--- src/rtl/rat_pkg.sv ---
// rat_pkg: shared types and constants for the rat maze path player.
//   move_t   - 2-bit move opcode; opposite moves are bitwise complements.
//   state_t  - player FSM states.
//   MAZE_MAX - largest coordinate for the default 16x16 maze.
package rat_pkg;

  localparam int COORD_W_DEFAULT = 4;
  localparam int MAZE_MAX        = (1 << COORD_W_DEFAULT) - 1;

  typedef enum logic [1:0] {
    MV_UP    = 2'b00,  // y - 1
    MV_RIGHT = 2'b01,  // x + 1
    MV_LEFT  = 2'b10,  // x - 1
    MV_DOWN  = 2'b11   // y + 1
  } move_t;

  typedef enum logic [2:0] {
    IDLE,
    FETCH,
    APPLY,
    HOLD,
    DONE,
    ERR
  } state_t;

endpackage

--- src/rtl/rat_step_calc.sv ---
// rat_step_calc: combinational single-step position update.
//   x, y         in  current position
//   mv           in  move to apply
//   new_x, new_y out position after the move (wraps modulo 2^COORD_W)
//   oob          out the move would leave the maze
module rat_step_calc
  import rat_pkg::*;
#(
  parameter int COORD_W = 4
) (
  input  logic [COORD_W-1:0] x,
  input  logic [COORD_W-1:0] y,
  input  move_t              mv,
  output logic [COORD_W-1:0] new_x,
  output logic [COORD_W-1:0] new_y,
  output logic               oob
);

  localparam logic [COORD_W-1:0] C_ONE = COORD_W'(1);
  localparam logic [COORD_W-1:0] C_MAX = '1;

  // NOTE: every output gets a default before the case so no path leaves one
  // unassigned; otherwise synthesis infers a latch.
  always_comb begin
    new_x = x;
    new_y = y;
    oob   = 1'b0;
    unique case (mv)
      MV_UP: begin
        new_y = y - C_ONE;
        oob   = (y == '0);
      end
      MV_RIGHT: begin
        new_x = x + C_ONE;
        oob   = (x == C_MAX);
      end
      MV_LEFT: begin
        new_x = x - C_ONE;
        oob   = (x == '0);
      end
      MV_DOWN: begin
        new_y = y + C_ONE;
        oob   = (y == C_MAX);
      end
      default: ;
    endcase
  end

endmodule

--- src/rtl/rat_path_player.sv ---
// rat_path_player: replays the rat solver's move queue from the maze origin,
// holding each position for HOLD_CYCLES cycles so it can be displayed.
//
// Ports:
//   clk, rst_n        clock, asynchronous active-low reset
//   start             begin a replay (only honoured in IDLE)
//   mv_valid/mv_data  move queue head; mv_ready is its pop strobe
//   pos_x, pos_y      current replay position
//   pos_strobe        one-cycle pulse when the position takes a new value
//   step_count        moves applied since start, saturating
//   busy              high while fetching, applying or holding
//   arrived           sticky; reached the far corner (goal)
//   err               sticky; illegal move seen (bounds check build only)
//
// Build option: define RAT_PLAYER_BOUNDS_CHECK_EN to reject moves that would
// leave the maze (enter ERR, set err). Without it coordinates wrap and err
// is tied low.
module rat_path_player
  import rat_pkg::*;
#(
  parameter int COORD_W     = 4,
  parameter int HOLD_CYCLES = 8,
  parameter int STEP_W      = 8
) (
  input  logic               clk,
  input  logic               rst_n,
  input  logic               start,
  input  logic               mv_valid,
  input  logic [1:0]         mv_data,
  output logic               mv_ready,
  output logic [COORD_W-1:0] pos_x,
  output logic [COORD_W-1:0] pos_y,
  output logic               pos_strobe,
  output logic [STEP_W-1:0]  step_count,
  output logic               busy,
  output logic               arrived,
  output logic               err
);

  // APPLY counts as the first held cycle, so HOLD itself lasts
  // HOLD_CYCLES-1 cycles; handshake-to-next-fetch is 1 + HOLD_CYCLES.
  localparam int CNT_W = (HOLD_CYCLES > 2) ? $clog2(HOLD_CYCLES - 1) : 1;
  localparam logic [CNT_W-1:0] HOLD_LOAD =
    CNT_W'((HOLD_CYCLES >= 2) ? HOLD_CYCLES - 2 : 0);

  state_t              state_q,   state_d;
  move_t               move_q,    move_d;
  logic [COORD_W-1:0]  pos_x_q,   pos_x_d;
  logic [COORD_W-1:0]  pos_y_q,   pos_y_d;
  logic                strobe_q,  strobe_d;
  logic [STEP_W-1:0]   step_q,    step_d;
  logic                arrived_q, arrived_d;
  logic [CNT_W-1:0]    hold_q,    hold_d;

  logic [COORD_W-1:0]  new_x, new_y;
  logic                at_goal;

`ifdef RAT_PLAYER_BOUNDS_CHECK_EN
  logic                err_q, err_d;
  logic                step_oob;
`else
  logic                step_oob_unused;
`endif

  rat_step_calc #(
    .COORD_W (COORD_W)
  ) u_step_calc (
    .x     (pos_x_q),
    .y     (pos_y_q),
    .mv    (move_q),
    .new_x (new_x),
    .new_y (new_y),
`ifdef RAT_PLAYER_BOUNDS_CHECK_EN
    .oob   (step_oob)
`else
    .oob   (step_oob_unused)
`endif
  );

  assign at_goal = (new_x == '1) && (new_y == '1);

  always_comb begin
    state_d   = state_q;
    move_d    = move_q;
    pos_x_d   = pos_x_q;
    pos_y_d   = pos_y_q;
    strobe_d  = 1'b0;
    step_d    = step_q;
    arrived_d = arrived_q;
    hold_d    = hold_q;
`ifdef RAT_PLAYER_BOUNDS_CHECK_EN
    err_d     = err_q;
`endif
    unique case (state_q)
      IDLE: begin
        if (start) begin
          pos_x_d   = '0;
          pos_y_d   = '0;
          step_d    = '0;
          arrived_d = 1'b0;
`ifdef RAT_PLAYER_BOUNDS_CHECK_EN
          err_d     = 1'b0;
`endif
          strobe_d  = 1'b1;
          state_d   = FETCH;
        end
      end
      FETCH: begin
        if (mv_valid) begin
          move_d  = move_t'(mv_data);
          state_d = APPLY;
        end
      end
      APPLY: begin
`ifdef RAT_PLAYER_BOUNDS_CHECK_EN
        if (step_oob) begin
          err_d   = 1'b1;
          state_d = ERR;
        end else
`endif
        begin
          pos_x_d  = new_x;
          pos_y_d  = new_y;
          strobe_d = 1'b1;
          step_d   = (step_q == '1) ? step_q : step_q + STEP_W'(1);
          hold_d   = HOLD_LOAD;
          if (at_goal) begin
            arrived_d = 1'b1;
            state_d   = DONE;
          end else if (HOLD_CYCLES == 1) begin
            state_d = FETCH;
          end else begin
            state_d = HOLD;
          end
        end
      end
      HOLD: begin
        if (hold_q == '0) state_d = FETCH;
        else              hold_d  = hold_q - CNT_W'(1);
      end
      // DONE, and ERR when the bounds check is built, last one cycle.
      default: state_d = IDLE;
    endcase
  end

  // NOTE: state registers use non-blocking assignments so every flop samples
  // pre-edge values regardless of evaluation order.
  always_ff @(posedge clk or negedge rst_n) begin
    if (!rst_n) begin
      state_q   <= IDLE;
      move_q    <= MV_UP;
      pos_x_q   <= '0;
      pos_y_q   <= '0;
      strobe_q  <= 1'b0;
      step_q    <= '0;
      arrived_q <= 1'b0;
      hold_q    <= '0;
`ifdef RAT_PLAYER_BOUNDS_CHECK_EN
      err_q     <= 1'b0;
`endif
    end else begin
      state_q   <= state_d;
      move_q    <= move_d;
      pos_x_q   <= pos_x_d;
      pos_y_q   <= pos_y_d;
      strobe_q  <= strobe_d;
      step_q    <= step_d;
      arrived_q <= arrived_d;
      hold_q    <= hold_d;
`ifdef RAT_PLAYER_BOUNDS_CHECK_EN
      err_q     <= err_d;
`endif
    end
  end

  // Pop strobe follows mv_valid only in FETCH; leaving FETCH on the
  // handshake guarantees a single pop per move.
  assign mv_ready   = (state_q == FETCH) && mv_valid;
  assign busy       = (state_q == FETCH) || (state_q == APPLY) || (state_q == HOLD);
  assign pos_x      = pos_x_q;
  assign pos_y      = pos_y_q;
  assign pos_strobe = strobe_q;
  assign step_count = step_q;
  assign arrived    = arrived_q;
`ifdef RAT_PLAYER_BOUNDS_CHECK_EN
  assign err        = err_q;
`else
  assign err        = 1'b0;
`endif

endmodule

--- config.mk ---
export PLATFORM = sky130hd
export DESIGN_NAME = rat_path_player
export DESIGN_NICKNAME = d
export VERILOG_FILES = /design/src/rtl/rat_pkg.sv /design/src/rtl/rat_step_calc.sv /design/src/rtl/rat_path_player.sv
export SDC_FILE = /design/constraint.sdc
export NUM_CORES = 1
export LEC_CHECK = 0
export BUFFER_PORTS_ARGS = -buffer_cell sky130_fd_sc_hd__buf_4
export CAP_MARGIN = 20
export CORE_MARGIN = 4
export CORE_UTILIZATION = 35
export DETAILED_ROUTE_END_ITERATION = 8
export GPL_ROUTABILITY_DRIVEN = 1
export GPL_TIMING_DRIVEN = 0
export PLACE_DENSITY = 0.57
export SETUP_SLACK_MARGIN = 0.1
export SKIP_LAST_GASP = 1
export SLEW_MARGIN = 10
export SYNTH_ARGS = -nofsm -noshare
export SYNTH_HDL_FRONTEND = slang
export SYNTH_HIERARCHICAL = 1
export SYNTH_SLANG_ARGS = --single-unit
--- constraint.sdc ---
create_clock -name clk -period 7.4 [get_ports clk]
set_clock_uncertainty 0.2 [all_clocks]
set_input_delay 0 -clock clk [delete_from_list [all_inputs] [get_ports clk]]
set_output_delay 0 -clock clk [all_outputs]
set_load 0.01 [all_outputs]
### Yosys cells after proc, flatten, opt, wreduce, memory -nomap -nowiden

Cells that the tools add are included.

* mux-type cells: 20
* eq/ne operators: 15
* reductions and logical operators: 15
* $add $sub $neg: 6

Operators with widths (number)
* case mux 4 bit (2 select lines): 4
* two-way mux 8 bit: 2
* case mux 8 bit (2 select lines): 1
* two-way mux 3 bit: 5
* != test 2 bit, second input constant: 6
* case mux 3 bit (4 select lines): 1
* AND reduction 3 bit: 3
* adder 4 x 1 -> 4 bit, second input constant: 2
* adder 8 x 1 -> 8 bit, second input constant: 1
* equality test 4 bit, second input constant: 2
* equality test 8 bit, second input constant: 1
* subtractor 4 x 1 -> 4 bit, second input constant: 2
* equality test 3 x 2 -> 1 bit, second input constant: 2
* logical NOT 3 bit: 2
* case mux 3 bit (2 select lines): 1
* AND reduction 2 bit: 3
* equality test 2 bit, second input constant: 2
* two-way mux 4 bit: 1
* case mux 1 bit (2 select lines): 2
* nonzero test 2 bit: 2
* equality test 3 x 1 -> 1 bit, second input constant: 1
* two-way mux 1 bit: 3
* subtractor 3 x 1 -> 3 bit, second input constant: 1
* equality test 2 x 1 -> 1 bit, second input constant: 1
* other kinds (3): 5

* input bits: 6
* output and inout port bits: 21
* register bits: 26

### Depth between registers and ports, before layout

Gate-level depths: netlist of run 1.

* depth after elaboration: 6
* depth in mapped cells: 12
* depth with buffers taken out: 12

### Cells and area by module

Netlist of run 1, hierarchy kept.

By module, submodules not included
* rat_path_player: area an instance 1317.5 sq um, seq. area each 650.6 sq um, instances 1, cells each 124
* rat_step_calc: area an instance 426.7 sq um, seq. area each 0.0 sq um, instances 1, cells each 55

### Worst setup path after synthesis of run 1

Ideal clock, no wire load.

* path kind: reg2reg
* from: reg move_q[0]
* to: reg state_q[1]
* path slack: 4.701 ns
* library setup time: 0.095 ns
* clock period less this slack: 2.699 ns
* path buffers: 0
* cell stages (with the launch flop): 12
* arrival time: 2.403 ns
* cell sequence: dfrtp_1 -> ha_1 -> inv_1 -> ha_1 -> a21o_1 -> a2111oi_2 -> a31oi_1 -> a221o_1 -> nand4_1 -> or2_2 -> a21oi_1 -> o31ai_1

* longest elaborated chain between the ends: 6

Ends and longest elaborated chain
* from (decl): RTL line rat_path_player.sv:47 `move_t move_q, move_d;`
* from (signal assigned): RTL line rat_path_player.sv:163 `move_q <= move_d;`
* equality test 2 bit / logical NOT 2 bit (equally long branches)
* case mux 4 bit (2 select lines) *: RTL line rat_step_calc.sv:28 `unique case (mv)`
* net new_y[3]: RTL line rat_path_player.sv:55 `logic [COORD_W-1:0] new_x, new_y;`
* equality test 4 bit *: RTL line rat_path_player.sv:80 `assign at_goal = (new_x == '1) && (new_y == '1);`
* logical AND 1 bit *: RTL line rat_path_player.sv:80
* two-way mux 3 bit *: RTL line rat_path_player.sv:127 `if (at_goal) begin`
* case mux 3 bit (4 select lines) *: RTL line rat_path_player.sv:94 `unique case (state_q)`
* to (signal assigned): RTL line rat_path_player.sv:162 `state_q <= state_d;`
* to (decl): RTL line rat_path_player.sv:46 `state_t state_q, state_d;`

Mark *: on every way through the listed nets, which the timed path passes. The rest lies on a longest branch.
A chain may end at the register's enable or synchronous reset.

### Worst setup path after layout of run 1

* from: reg move_q[1]
* to: reg state_q[1]

The elaborated chain is that of the path after synthesis.

==> reports/qor.yml, run 1 <==
ys.warnings.count: 6
port_buffers: 25
grt.total_usage_pct: 13.0
io_pins: 27
setup.worst_path.end_class: "flip-flop"
clockRootBuffer: "clkbuf_8"
fmax_ghz: 0.334
fp-row-count: 24
slowest_stage: "dfrtp_1"
post-cts-setup-buffers: 0
rsz0062_at_grt: "false"
drive_gt1_share_pct: 25.0
layout_setup_ws_ns: 4.41
nFillCells: 418
cts_tree: "yes"
h-tree-depth: 1
die_y_um: 76.8
grt_busiest_layer: "met2"
ant_nets: 0
synth_cells: 167
place.gp.congestion: 0.850
grt_pass1_wl_mm: 6.38
critPathMostFrequentCell: "ha_1"
nNetsFinal: 222
cp-start-kind: "flip-flop"
numCtsBuffers: 3
die_w_um: 76.8
power_w: 0.000909
cts_resized: 0
dp_worst_setup_slack_ns: 4.48
maxSlewViolCount: 0
met3_usage_pct: 2.81
grt_max_degree: 27
syn-cell-area_um2: 1660
multi_input_area_um2: 930
use_met1_pct: 16.3
viasPerCell: 5.36
clockBufferDepth: 2
crit_arrival_ns: 2.97
path_class: "reg2reg"
synth.avg_cell_area_um2: 9.93
period_share_pct: 40.4
diodes: 0
dp_hpwl_mm: 2.72
avgRoutedWirePerCell_um: 14.4
syn_to_final_growth_pct: 25.0
clock-sinks: 26
coreArea_um2: 4470
first_pass_iters: 4
num_vias: 1372
ctsHoldBuffers: 8
min_period_ns: 2.99
crit_family: "compound AO/OA/AOI/OAI gates"
synth_fp_nets: 184
cap_violations: 0
drcViolationCount: 0
start_util_pct: 37.1
cp.required_ns: 7.38
antenna_found_initial: 0
grt_pass1_vias: 1409
grt.overflow.total: 0
crit_path_max_incr_delay_ns: 0.43
hold_class: "in2reg"
drtIter0Drc: 81
status: "finished clean"
cp_max_fo: 5
critPathLaunch: "move_q[1]"
hold_start: "mv_valid"
p_per_area_nw_per_um2: 439
seq_area_um2: 651
finalHoldViolCount: 0
ir_drop_mv: 0.156
finalSetupViolCount: 0
insertion_delay_ns: 0.27
clk_pin_slew_ns: 0.08
tns_ns: 0
drt_wl_total_mm: 3.70
grt_util_met2_pct: 22.5
dieArea_um2: 5900
rr_startpoint: "move_q[1]"
path_cells: "ha_1 -> inv_1 -> ha_1 -> a21o_1 -> a2111oi_2 -> a31oi_1 -> a221o_1 -> nand4_1 -> or2_2 -> a21oi_1 -> o31ai_1"
critPathBufInv: 1
power_leakage_nw: 0.952
-- per-stage QoR --
| stage | utilization, % | hold slack (ns) | cells | instance area [µm²] |
|---|---|---|---|---|
| 4_1_cts | 46.3 | 0.0208 | 256 | 2070 |
| 2_1_floorplan | - | -0.496 | 167 | 1660 |
| 6_report | 46.3 | 0.0338 | 256 | 2070 |
| 5_1_grt | 46.3 | 0.0486 | 256 | 2070 |
| 3_5_place_dp | 42.7 | -0.271 | 244 | 1910 |
| 3_3_place_gp | 42.7 | -0.276 | 244 | 1910 |
-- cell type report --
type	count	area share (%)
plain buffers	7	2.29
clock buffers	3	1.99
clock inverters	1	1.45
inverters	8	1.45
multi-input cells	126	44.9
flip-flops and latches	26	31.4
well taps	52	3.14
repair buffers	33	13.4
-- power breakdown --
group          switching, W  internal (W)  total [W]  leakage [nW]
Clock             0.0000453     0.0000724   0.000118        0.0357
Sequential        0.0000667      0.000196   0.000263         0.333
Combinational      0.000273      0.000256   0.000529         0.583
-- per-layer routing --
layer / share of wire, % / routed length [µm]
met1: 45 / 1650
met2: 50 / 1860
met3: 4.2 / 157
met4: 0.73 / 27
met5: 0 / 0
-- worst paths after layout --
check | end | slack, ns | depth (start not counted)
worst max-delay path | state_q[1] | 4.41 | 11
worst min-delay path | state_q[0] | 0.03 | 4
worst max register to register | state_q[1] | 4.41 | 11
worst min register to register | arrived | 0.31 | 2
max in group asynchronous | pos_x[3] | 6.32 | 4
min in group asynchronous | pos_y[2] | 0.51 | 4
-- worst register-to-register path, stage by stage (launching register included) --
cell	delay, ns
dfrtp_1	0.43
ha_1	0.26
inv_1	0.18
ha_1	0.26
a21o_1	0.21
a2111oi_2	0.38
a31oi_1	0.08
a221o_1	0.36
nand4_1	0.14
or2_2	0.15
a21oi_1	0.06
o31ai_1	0.19
-- cells in the final DEF, fill, tap and decap left out, drive strengths merged, types with 2 or more instances in the layout --
| master | instances |
|---|---|
| a211o | 2 |
| a21oi | 10 |
| a22o | 9 |
| a31oi | 3 |
| a41oi | 2 |
| buf | 33 |
| clkbuf | 3 |
| dfrtp | 26 |
| dlygate4sd3 | 7 |
| ha | 10 |
| inv | 8 |
| mux2 | 5 |
| nand2 | 13 |
| nand3 | 3 |
| nand3b | 2 |
| nand4 | 2 |
| nor2 | 11 |
| nor2b | 7 |
| nor3 | 4 |
| nor4 | 3 |
| o21ai | 11 |
| o31ai | 2 |
| or2 | 2 |
| or3b | 2 |
| xnor2 | 5 |
| xor2 | 3 |
-- state kept, by name, indices dropped and copies added, names as in the netlist --
| signal | cells |
|---|---|
| step_count | 8 |
| pos_x | 4 |
| pos_y | 4 |
| hold_q | 3 |
| state_q | 3 |
| move_q | 2 |
| arrived | 1 |
| pos_strobe | 1 |
(Power assumes the default switching activity.)
==> run 2: changes to the inputs <==
--- a/config.mk
+++ b/config.mk
@@ -12,7 +12,7 @@
 export DETAILED_ROUTE_END_ITERATION = 8
 export GPL_ROUTABILITY_DRIVEN = 1
 export GPL_TIMING_DRIVEN = 0
-export PLACE_DENSITY = 0.57
+export PLACE_DENSITY = 0.59
 export SETUP_SLACK_MARGIN = 0.1
 export SKIP_LAST_GASP = 1
 export SLEW_MARGIN = 10
==> constraint.sdc (replaced) <==
create_clock -name clk -period 2.63 [get_ports clk]
set_clock_uncertainty 0.2 [all_clocks]
set_input_delay 0 -clock clk [delete_from_list [all_inputs] [get_ports clk]]
set_output_delay 0 -clock clk [all_outputs]
set_load 0.01 [all_outputs]
==> reports/qor.yml, run 2 (same netlist as run 1, synthesis figures left out) <==
period_share_pct: 103
io_pins: 27
viasPerCell: 5.43
most-common-layout-cells: "buf_4, dfrtp_1, nand2_1, nor2_1, a22o_1"
num_vias: 1428
syn_to_final_growth_pct: 35.5
drive_gt1_share_pct: 35.1
clockRootBuffer: "clkbuf_8"
nNetsFinal: 229
power_frac_seq_pct: 26.3
numCtsBuffers: 3
grt_pass1_vias: 1387
drtIter0Drc: 61
tns_ns: -0.137
start_util_pct: 37.1
cp.required_ns: 2.65
dieArea_um2: 5900
critPathMostFrequentCell: "nand2_1"
maxSlewViolCount: 0
coreArea_um2: 4470
cap_violations: 0
die_w_um: 76.8
finalHoldViolCount: 0
p_clk_share_pct: 11.5
reg2reg_slack_ns: -0.09
grt.total_usage_pct: 13.3
drcViolationCount: 0
p_per_area_nw_per_um2: 1280
grt.overflow.total: 0
h-tree-depth: 1
avgRoutedWirePerCell_um: 15.1
cts_tree: "yes"
critPathBufInv: 2
worstHoldPathCells: 4
port_buffers: 25
hold_start: "mv_valid"
ant_nets: 0
finalSetupViolCount: 3
path_class: "reg2reg"
timing.rr.end: "arrived"
crit_family: "simple AND/OR/NAND/NOR gates"
failed_checks: "negative setup slack"
cp_max_fo: 4
crit_arrival_ns: 2.74
diodes: 0
status: "complete, but fails checks"
swShare_pct: 42.7
place.gp.congestion: 0.835
rsz0062_at_grt: "true"
fp-row-count: 24
antenna_found_initial: 0
dp_hpwl_mm: 2.75
intPower_w: 0.00165
clk_pin_slew_ns: 0.09
hold_end: "move_q[0]"
rr_startpoint: "move_q[1]"
p_sw_w: 0.00123
layout_setup_ws_ns: -0.0902
ir_drop_mv: 0.476
crit_path_max_incr_delay_ns: 0.43
hold_class: "in2reg"
clock-sinks: 26
fmax_ghz: 0.368
setup.worst_path.end_class: "flip-flop"
drt_wl_total_mm: 3.97
final_common_cell: "buf_4"
min_period_ns: 2.72
die_y_um: 76.8
r2r_cells: 13
grt_max_degree: 27
slowest_stage: "dfrtp_1"
clockBufferDepth: 2
power_frac_comb_pct: 62.2
grt_pass1_wl_mm: 6.49
power_leakage_nw: 1.00
path_cells: "buf_6 -> ha_4 -> xor2_1 -> ha_1 -> a21oi_2 -> xnor2_1 -> nand2_1 -> xnor2_2 -> nand4_1 -> buf_4 -> nor4_4 -> o21ai_1 -> nand2_1"
cp-start-kind: "flip-flop"
largest_register_ffs: 8
fin_util_pct: 50.2
insertion_delay_ns: 0.27
first_pass_iters: 4
[run 2: cell count changes in the layout (fill, tap and decap cells not counted), sizes merged]
cell | previous run | this run
dlygate4sd3 | 7 | 5
buf | 33 | 42
[run 2: power by group through the flow]
| stage | registers, W | clock network, W | logic (W) |
|---|---|---|---|
| global placement | 0.000734 | 0 | 0.00141 |
| detailed placement | 0.000745 | 0 | 0.00147 |
| global route | 0.000782 | 0.000353 | 0.00195 |
| floorplan | 0.000748 | 0 | 0.00103 |
| CTS | 0.000748 | 0.000344 | 0.00162 |
| finish | 0.000755 | 0.000332 | 0.00179 |
[run 2: final cells by class]
class,count,area [µm²]
Clock inverter,1,30.0
Timing Repair Buffer,40,329
Buffer,7,51.3
Clock buffer,3,41.3
Fill cell,410,2230
Multi-Input combinational cell,126,1040
Inverter,8,35.0
Sequential cell,26,652
Tap cell,52,65.1
[run 2: worst min-delay path, cell delays in order]
cell and delay [ns]:
buf_4 0.11, nand2_1 0.07, nor3_2 0.06, mux2_2 0.21
[run 2: per-layer routing]
layer / GRT usage, % / part of all wire (%)
met1: 17.4 / 46
met5: 0 / 0
met4: 4.53 / 1.4
met2: 21.8 / 49
met3: 2.81 / 3.5
[run 2: worst max path at each step]
stage                     startpoint          to  cells past startpoint
final                      move_q[1]     arrived                     13
after global placement     move_q[1]  state_q[1]                     11
after detailed placement   move_q[1]  state_q[1]                     11
after CTS                  move_q[0]  state_q[1]                     11
after floorplan            move_q[1]  state_q[1]                     11
after global routing       move_q[1]     arrived                     13
[run 2: timing repair]
item | in CTS | in global routing
setup endpoints to repair | 4 | 4
buffers inserted | 6 | 3
hold buffers | 6 | 0
resized for setup | 9 | 14
hold endpoints to repair | 31 | 0
pin swaps | 9 | 10
[run 2: metrics by stage]
stage / hold WS, ns / total power (W) / instances / cell area (µm²) / setup WS (ns)
4_1_cts: 0.00377 / 0.00271 / 260 / 2160 / -0.0214
2_1_floorplan: -0.496 / 0.00178 / 167 / 1660 / 0.0727
3_3_place_gp: -0.274 / 0.00215 / 244 / 1920 / -0.0930
5_1_grt: 0.0150 / 0.00309 / 263 / 2250 / -0.220
3_5_place_dp: -0.269 / 0.00222 / 244 / 1920 / -0.171
6_report: 0.00407 / 0.00287 / 263 / 2250 / -0.0902
